<file path="src/rtl/endec_frame_io_pkg.sv">
// Shared types and constants for the encoder/decoder frame front end.
`ifndef MAX_STATE_REG_NUM
`define MAX_STATE_REG_NUM 6
`endif

package endec_frame_io_pkg;

    typedef enum logic [1:0] {
        IDLE  = 2'd0,
        LOAD  = 2'd1,
        RUN   = 2'd2,
        DRAIN = 2'd3
    } frame_state_e;

    localparam int ENC_FRAME_W = 128;
    localparam int DEC_FRAME_W = 384;
    localparam int STATE_W     = `MAX_STATE_REG_NUM;

    // Number of stream words needed to cover a frame of the given width.
    function automatic int words_of(input int frame_w, input int word_w);
        return frame_w / word_w;
    endfunction

endpackage

</file>
<file path="src/rtl/endec_frame_io_word_serializer.sv">
// Loads a result frame and shifts it out one word per valid/ready transfer,
// lowest word first, for a caller-supplied number of words.
module endec_frame_io_word_serializer #(
    parameter int WORD_W  = 32,
    parameter int FRAME_W = 384,
    parameter int CNT_W   = 4
) (
    input  logic               clk,
    input  logic               rst,
    input  logic               load,
    input  logic [FRAME_W-1:0] load_data,
    input  logic [CNT_W-1:0]   load_count,
    output logic [WORD_W-1:0]  o_data,
    output logic               o_valid,
    input  logic               i_ready,
    output logic               o_last
);

    logic [FRAME_W-1:0] shift_q;
    logic [CNT_W-1:0]   left_q;

    assign o_valid = (left_q != '0);
    assign o_data  = shift_q[WORD_W-1:0];
    assign o_last  = o_valid && i_ready && (left_q == CNT_W'(1));

    // Shift register and remaining-word count; data only moves on a transfer.
    always_ff @(posedge clk) begin
        if (rst) begin
            shift_q <= '0;
            left_q  <= '0;
        end else if (load) begin
            shift_q <= load_data;
            left_q  <= load_count;
        end else if (o_valid && i_ready) begin
            shift_q <= shift_q >> WORD_W;
            left_q  <= left_q - CNT_W'(1);
        end
    end

endmodule

</file>
<file path="src/rtl/endec_frame_io.sv">
// Word-stream front end: packs input words into an encode/decode frame,
// runs the core until done (or timeout), then serialises the result.
//
// state | meaning
// IDLE  | waiting for first word of a frame; latches mode, rate, sof
// LOAD  | collecting remaining frame words
// RUN   | core enabled, waiting for the done flag of the latched mode
// DRAIN | result words streaming out
module endec_frame_io
    import endec_frame_io_pkg::*;
#(
    parameter int WORD_W      = 32,
    parameter int TIMEOUT_CYC = 4096
) (
    input  logic                          sys_clk,
    input  logic                          rst,
    input  logic                          i_mode,
    input  logic                          i_code_rate,
    input  logic                          i_sof,
    input  logic [WORD_W-1:0]             i_data,
    input  logic                          i_valid,
    output logic                          o_ready,
    output logic [WORD_W-1:0]             o_data,
    output logic                          o_valid,
    input  logic                          i_ready,
    output logic                          o_en,
    output logic                          o_code_rate,
    output logic [ENC_FRAME_W-1:0]        o_encoder_data_frame,
    output logic [DEC_FRAME_W-1:0]        o_decoder_data_frame,
    output logic [`MAX_STATE_REG_NUM-1:0] o_prv_encoder_state,
    input  logic [DEC_FRAME_W-1:0]        i_encoder_data,
    input  logic                          i_encoder_done,
    input  logic [ENC_FRAME_W-1:0]        i_decoder_data,
    input  logic                          i_decoder_done,
    output logic                          o_busy,
    output logic                          o_err
);

    localparam int ENC_IN_WORDS  = words_of(ENC_FRAME_W, WORD_W);
    localparam int DEC_IN_WORDS  = words_of(DEC_FRAME_W, WORD_W);
    localparam int ENC_OUT_WORDS = words_of(DEC_FRAME_W, WORD_W);
    localparam int DEC_OUT_WORDS = words_of(ENC_FRAME_W, WORD_W);
    localparam int IDX_W         = $clog2(DEC_IN_WORDS + 1);
    localparam int TO_W          = (TIMEOUT_CYC > 1) ? $clog2(TIMEOUT_CYC) : 1;

    frame_state_e       state_q, state_d;
    logic               mode_q;
    logic               rate_q;
    logic [DEC_FRAME_W-1:0] frame_q;
    logic [IDX_W-1:0]   idx_q;
    logic [TO_W-1:0]    to_cnt_q;
    logic [STATE_W-1:0] chain_q;
    logic               err_q;

    logic [IDX_W-1:0]   first_last;
    logic [IDX_W-1:0]   load_last;
    logic               done_hit;
    logic               timeout_hit;
    logic               ser_last;
    logic [DEC_FRAME_W-1:0] ser_data;
    logic [IDX_W-1:0]   ser_count;

    assign first_last  = i_mode ? IDX_W'(DEC_IN_WORDS - 1) : IDX_W'(ENC_IN_WORDS - 1);
    assign load_last   = mode_q ? IDX_W'(DEC_IN_WORDS - 1) : IDX_W'(ENC_IN_WORDS - 1);
    assign done_hit    = (state_q == RUN) && (mode_q ? i_decoder_done : i_encoder_done);
    assign timeout_hit = (state_q == RUN) && !done_hit && (to_cnt_q == TO_W'(TIMEOUT_CYC - 1));

    assign ser_data  = mode_q ? DEC_FRAME_W'(i_decoder_data) : i_encoder_data;
    assign ser_count = mode_q ? IDX_W'(DEC_OUT_WORDS) : IDX_W'(ENC_OUT_WORDS);

    assign o_code_rate          = rate_q;
    assign o_encoder_data_frame = mode_q ? '0 : frame_q[ENC_FRAME_W-1:0];
    assign o_decoder_data_frame = mode_q ? frame_q : '0;
    assign o_prv_encoder_state  = chain_q;
    assign o_err                = err_q;

    // State register.
    always_ff @(posedge sys_clk) begin
        if (rst) state_q <= IDLE;
        else     state_q <= state_d;
    end

    // Next-state and state-decoded handshake/enable outputs.
    always_comb begin
        state_d = state_q;
        o_ready = 1'b0;
        o_en    = 1'b0;
        o_busy  = 1'b1;
        case (state_q)
            IDLE: begin
                o_ready = 1'b1;
                o_busy  = 1'b0;
                if (i_valid) state_d = (first_last == '0) ? RUN : LOAD;
            end
            LOAD: begin
                o_ready = 1'b1;
                if (i_valid && (idx_q == load_last)) state_d = RUN;
            end
            RUN: begin
                o_en = 1'b1;
                if (done_hit)         state_d = DRAIN;
                else if (timeout_hit) state_d = IDLE;
            end
            DRAIN: begin
                if (ser_last) state_d = IDLE;
            end
            default: state_d = IDLE;
        endcase
    end

    // Frame assembly, latched controls, chained encoder state, timeout counter.
    always_ff @(posedge sys_clk) begin
        if (rst) begin
            mode_q   <= 1'b0;
            rate_q   <= 1'b0;
            frame_q  <= '0;
            idx_q    <= '0;
            to_cnt_q <= '0;
            chain_q  <= '0;
            err_q    <= 1'b0;
        end else begin
            if (state_q == IDLE && i_valid) begin
                mode_q  <= i_mode;
                rate_q  <= i_code_rate;
                frame_q <= DEC_FRAME_W'(i_data);
                idx_q   <= IDX_W'(1);
                // Decode frames leave the encoder chain alone even when sof is set.
                if (i_sof && !i_mode) chain_q <= '0;
            end else if (state_q == LOAD && i_valid) begin
                frame_q[int'(idx_q) * WORD_W +: WORD_W] <= i_data;
                idx_q <= idx_q + IDX_W'(1);
            end
            if (done_hit && !mode_q) chain_q <= frame_q[STATE_W-1:0];
            if (timeout_hit) frame_q <= '0;
            to_cnt_q <= (state_q == RUN) ? to_cnt_q + TO_W'(1) : '0;
            err_q    <= timeout_hit;
        end
    end

    endec_frame_io_word_serializer #(
        .WORD_W  (WORD_W),
        .FRAME_W (DEC_FRAME_W),
        .CNT_W   (IDX_W)
    ) u_serializer (
        .clk        (sys_clk),
        .rst        (rst),
        .load       (done_hit),
        .load_data  (ser_data),
        .load_count (ser_count),
        .o_data     (o_data),
        .o_valid    (o_valid),
        .i_ready    (i_ready),
        .o_last     (ser_last)
    );

endmodule
</file>
<file path="config.mk">
export PLATFORM = sky130hd
export DESIGN_NAME = endec_frame_io
export DESIGN_NICKNAME = d
export VERILOG_FILES = /design/src/rtl/endec_frame_io_pkg.sv /design/src/rtl/endec_frame_io_word_serializer.sv /design/src/rtl/endec_frame_io.sv
export SDC_FILE = /design/constraint.sdc
export NUM_CORES = 2
export LEC_CHECK = 0
export CAP_MARGIN = 25
export CORE_AREA = 2 2 427 429
export DETAILED_ROUTE_END_ITERATION = 7
export DIE_AREA = 0 0 429 431
export SYNTH_ARGS = -nofsm -noshare
export SYNTH_HDL_FRONTEND = slang
export SYNTH_HIERARCHICAL = 1
export SYNTH_SLANG_ARGS = --single-unit
</file>
<file path="constraint.sdc">
create_clock -name sys_clk -period 3.2 [get_ports sys_clk]
set_input_delay 0.32 -clock sys_clk [delete_from_list [all_inputs] [get_ports sys_clk]]
set_output_delay 0.32 -clock sys_clk [all_outputs]
set_load 0.1 [all_outputs]
</file>
==> impl_results.md <==
- Post-synth EDFFs: 0
- Vias per cell: 5.168
- Hpwl dp: ~160 mm
- Layout cell share with drive strength beyond 1: 20.44%
- Initial core utilization: a little under a quarter
- CTS tree: built
- Actual slew at the worst max-slew pin: between 1000 and 1500 ps
- Synth Cell Area: ~42000 µm²
- First-pass GRT wire length: 293.6 mm
- Row count: approximately 160
- CP endpoint kind: output pin
- GRT overflow: 0
- Seq/Total Area, Yosys: between 30% and 40%
- DR vias: between 40000 and 50000
- Commonest non-fill, non-tap cell in the layout: dfxtp_1
- # Max-Cap Violations: 0
- DR WL/cell: around 26 µm
- Multi-input gate area: 22660 µm²
- Clock Pin Slew Worst Setup and Hold Paths: roughly 60 ps
- Status: finished clean
- Drt first pass iters: 7
- Routed Wire Length: 211.5 mm
- Ports: between 1000 and 1500
- Worst-case clock buffer depth: 3
- Largest net degree at the start of global routing: ~230
- Vias in the first global route: roughly 40000
- Routability Congestion: about 0.94
- Utilization after layout: 32.57%
- Critical Path Source Type: register
- Setup repair after global routing missed its margin: false
- Top FF cell, synth: dfxtp_1
- Final setup fails: 0
- Crit path arrival time: between 2000 and 3000 ps
- Worst reg2reg path depth: 7
- Filler Cell Count: between 15000 and 20000
- Worst Path Required: about 2900 ps
- Worst-path fanout max: approximately 130
- Non-Filler Cell Area, Final: around 59000 µm²
- Post-CTS setup buffer count: 0
- Port bufs: about 1100
- Later-pin clock latency in the skew report: approximately 680 ps
- Fin crit share: 94.92%
- Worst vdd ir: between 1 and 1.5 mV
- Synth unique cells: just under 70
- PnR worst setup slack: between 150 and 200 ps
- Root Buffer: clkbuf_16
- Dpl ws: around 350 ps
- Initial DRC Count: about 4700
- Hold Path Depth: 2
- Crit Path Category: register to output pin
- Setup Skew: around 22 ps
- Most frequent cells in the layout: dfxtp_1, clkdlybuf4s50_1, nor2_1, buf_4, a21oi_1
- Final hold violation count: 0
- Area grow syn2layout: 39.58%
- Final Max Tran Viols: 0
- Tot Pwr: about 38 mW
- Slew Limit Headroom: between 15 and 20%
- LEAKAGE: roughly 21 nW
- Asr flop ratio synth: 0%
- Area occupied by registers: 16000 µm²
- Clk sinks: around 800
- Synth warn: 6
- GRT Total Usage: a little over a fifth
- Core Area: 180200 µm²
- Max Clk Rate: between 0.3 and 0.4 GHz
- CTS H-tree lvls: 3
- Tmin final: 3037 ps
- Nets: ~6400
- Hold Path Class: input port to register
- Die area: around 180000 µm²
- Cts bufs inserted: 92
- Pwr dens: ~640 nW/µm²
- Drt drc: 0
- Initial antenna violation count: 25
- Post-DP Area: 55470 µm²
- Die height: 431 µm
- Cells after synthesis: between 5000 and 6000
- Post-Syn Area per Cell: between 8 and 9 µm²
- Die width: ~430 µm
- Setup TNS after final layout: 0 ps
- Post-synthesis register bit count: 799
- Final ANT Viol Nets: 0
layer usage:
metal / wire length (µm) / track usage, %
met2: 98860 / 34.42
met4: 11530 / 10.81
met5: 13 / 0
met3: 15360 / 3.698
met1: 85780 / 27.78
cells by family after synthesis:
kind of cell,synth area share [%]
compound gates,23.56
flops,38.04
simple gates,23.82
mux,5.749
xor+xnor,0.2083
other cells,0.01786
buf+inv,8.428
fa+ha+maj,0.1786
Yosys cell counts (all sizes together) (6+ instances only):
library cell / number / area, µm²
dfxtp: 799 / 16000
nor2: 505 / 1898
a21oi: 458 / 2292
clkbuf: 410 / 1539
and2: 388 / 2427
nor2b: 388 / 2427
nand2: 274 / 1031
o21ai: 265 / 1326
buf: 211 / 1458
nand3: 200 / 1001
a2111oi: 193 / 2318
a211oi: 163 / 1724
inv: 143 / 546.8
mux2: 129 / 1456
o311a: 128 / 1281
mux2i: 96 / 960.9
nand4: 68 / 425.4
nor4: 36 / 244.0
o211ai: 36 / 270.3
or4: 35 / 266.5
a311oi: 33 / 289.0
o31ai: 32 / 240.2
a22oi: 7 / 52.55
ha: 6 / 75.07
nand2b: 6 / 37.54
nor3: 6 / 30.03
or3: 6 / 37.54
xor2: 6 / 52.55
registers in the layout (all words and copies together), names as in the netlist, 2 cells and up:
signal	count
frame_q	384
u_serializer/shift_q	384
to_cnt_q	12
o_prv_encoder_state	6
idx_q	4
u_serializer/left_q	4
state_q	2
timing repair:
action                                 in CTS  in global routing
gates resized for setup                     1                  0
endpoints found under the hold margin       0                  0
setup endpoints to repair                  15                  0
hold buffers                                0                  0
path summary, 6_finish.rpt:
check	slack (ps)	end	startpoint
hold reg to reg	440	frame_q[216]$_SDFFE_PP0P_	frame_q[216]$_SDFFE_PP0P_
setup reg to reg	330	frame_q[364]$_SDFFE_PP0P_	idx_q[3]$_SDFFE_PP0P_
hold / removal	90	idx_q[2]$_SDFFE_PP0P_	rst
setup / recovery	160	o_decoder_data_frame[271]	mode_q$_SDFFE_PP0P_
critical path, stage by stage (launching register included):
cell	delay [ps]
dfxtp_4	440
buf_12	330
buf_6	490
and2_1	250
buf_4	300
stage by stage:
stage / cells / hold slack [ps]
2_1_floorplan: 5068 / 426.5
3_3_place_gp: 8077 / 433.9
3_5_place_dp: 8078 / 438.4
4_1_cts: 8244 / 4.848
5_1_grt: 8260 / 22.40
6_report: 8265 / 93.73
final cells by class:
cell class / count / area share (%)
Antenna cell: 19 / 0.08102
Clock buffer: 134 / 4.673
Clock inverter: 32 / 0.6652
Inverter: 143 / 0.9487
Multi-Input combinational cell: 3505 / 38.60
Sequential cell: 799 / 27.26
Tap cell: 2370 / 5.053
Timing Repair Buffer: 1263 / 22.71
power breakdown:
group | leakage [nW] | internal, mW | total (mW) | switching (mW)
clock | 1.53 | 6.51 | 11.1 | 4.54
sequential | 6.48 | 12.0 | 13.5 | 1.44
combinational | 13.3 | 4.89 | 13.0 | 8.11
total | 21.3 | 23.4 | 37.5 | 14.1
No activity file was read; power rests on OpenSTA's default activity.
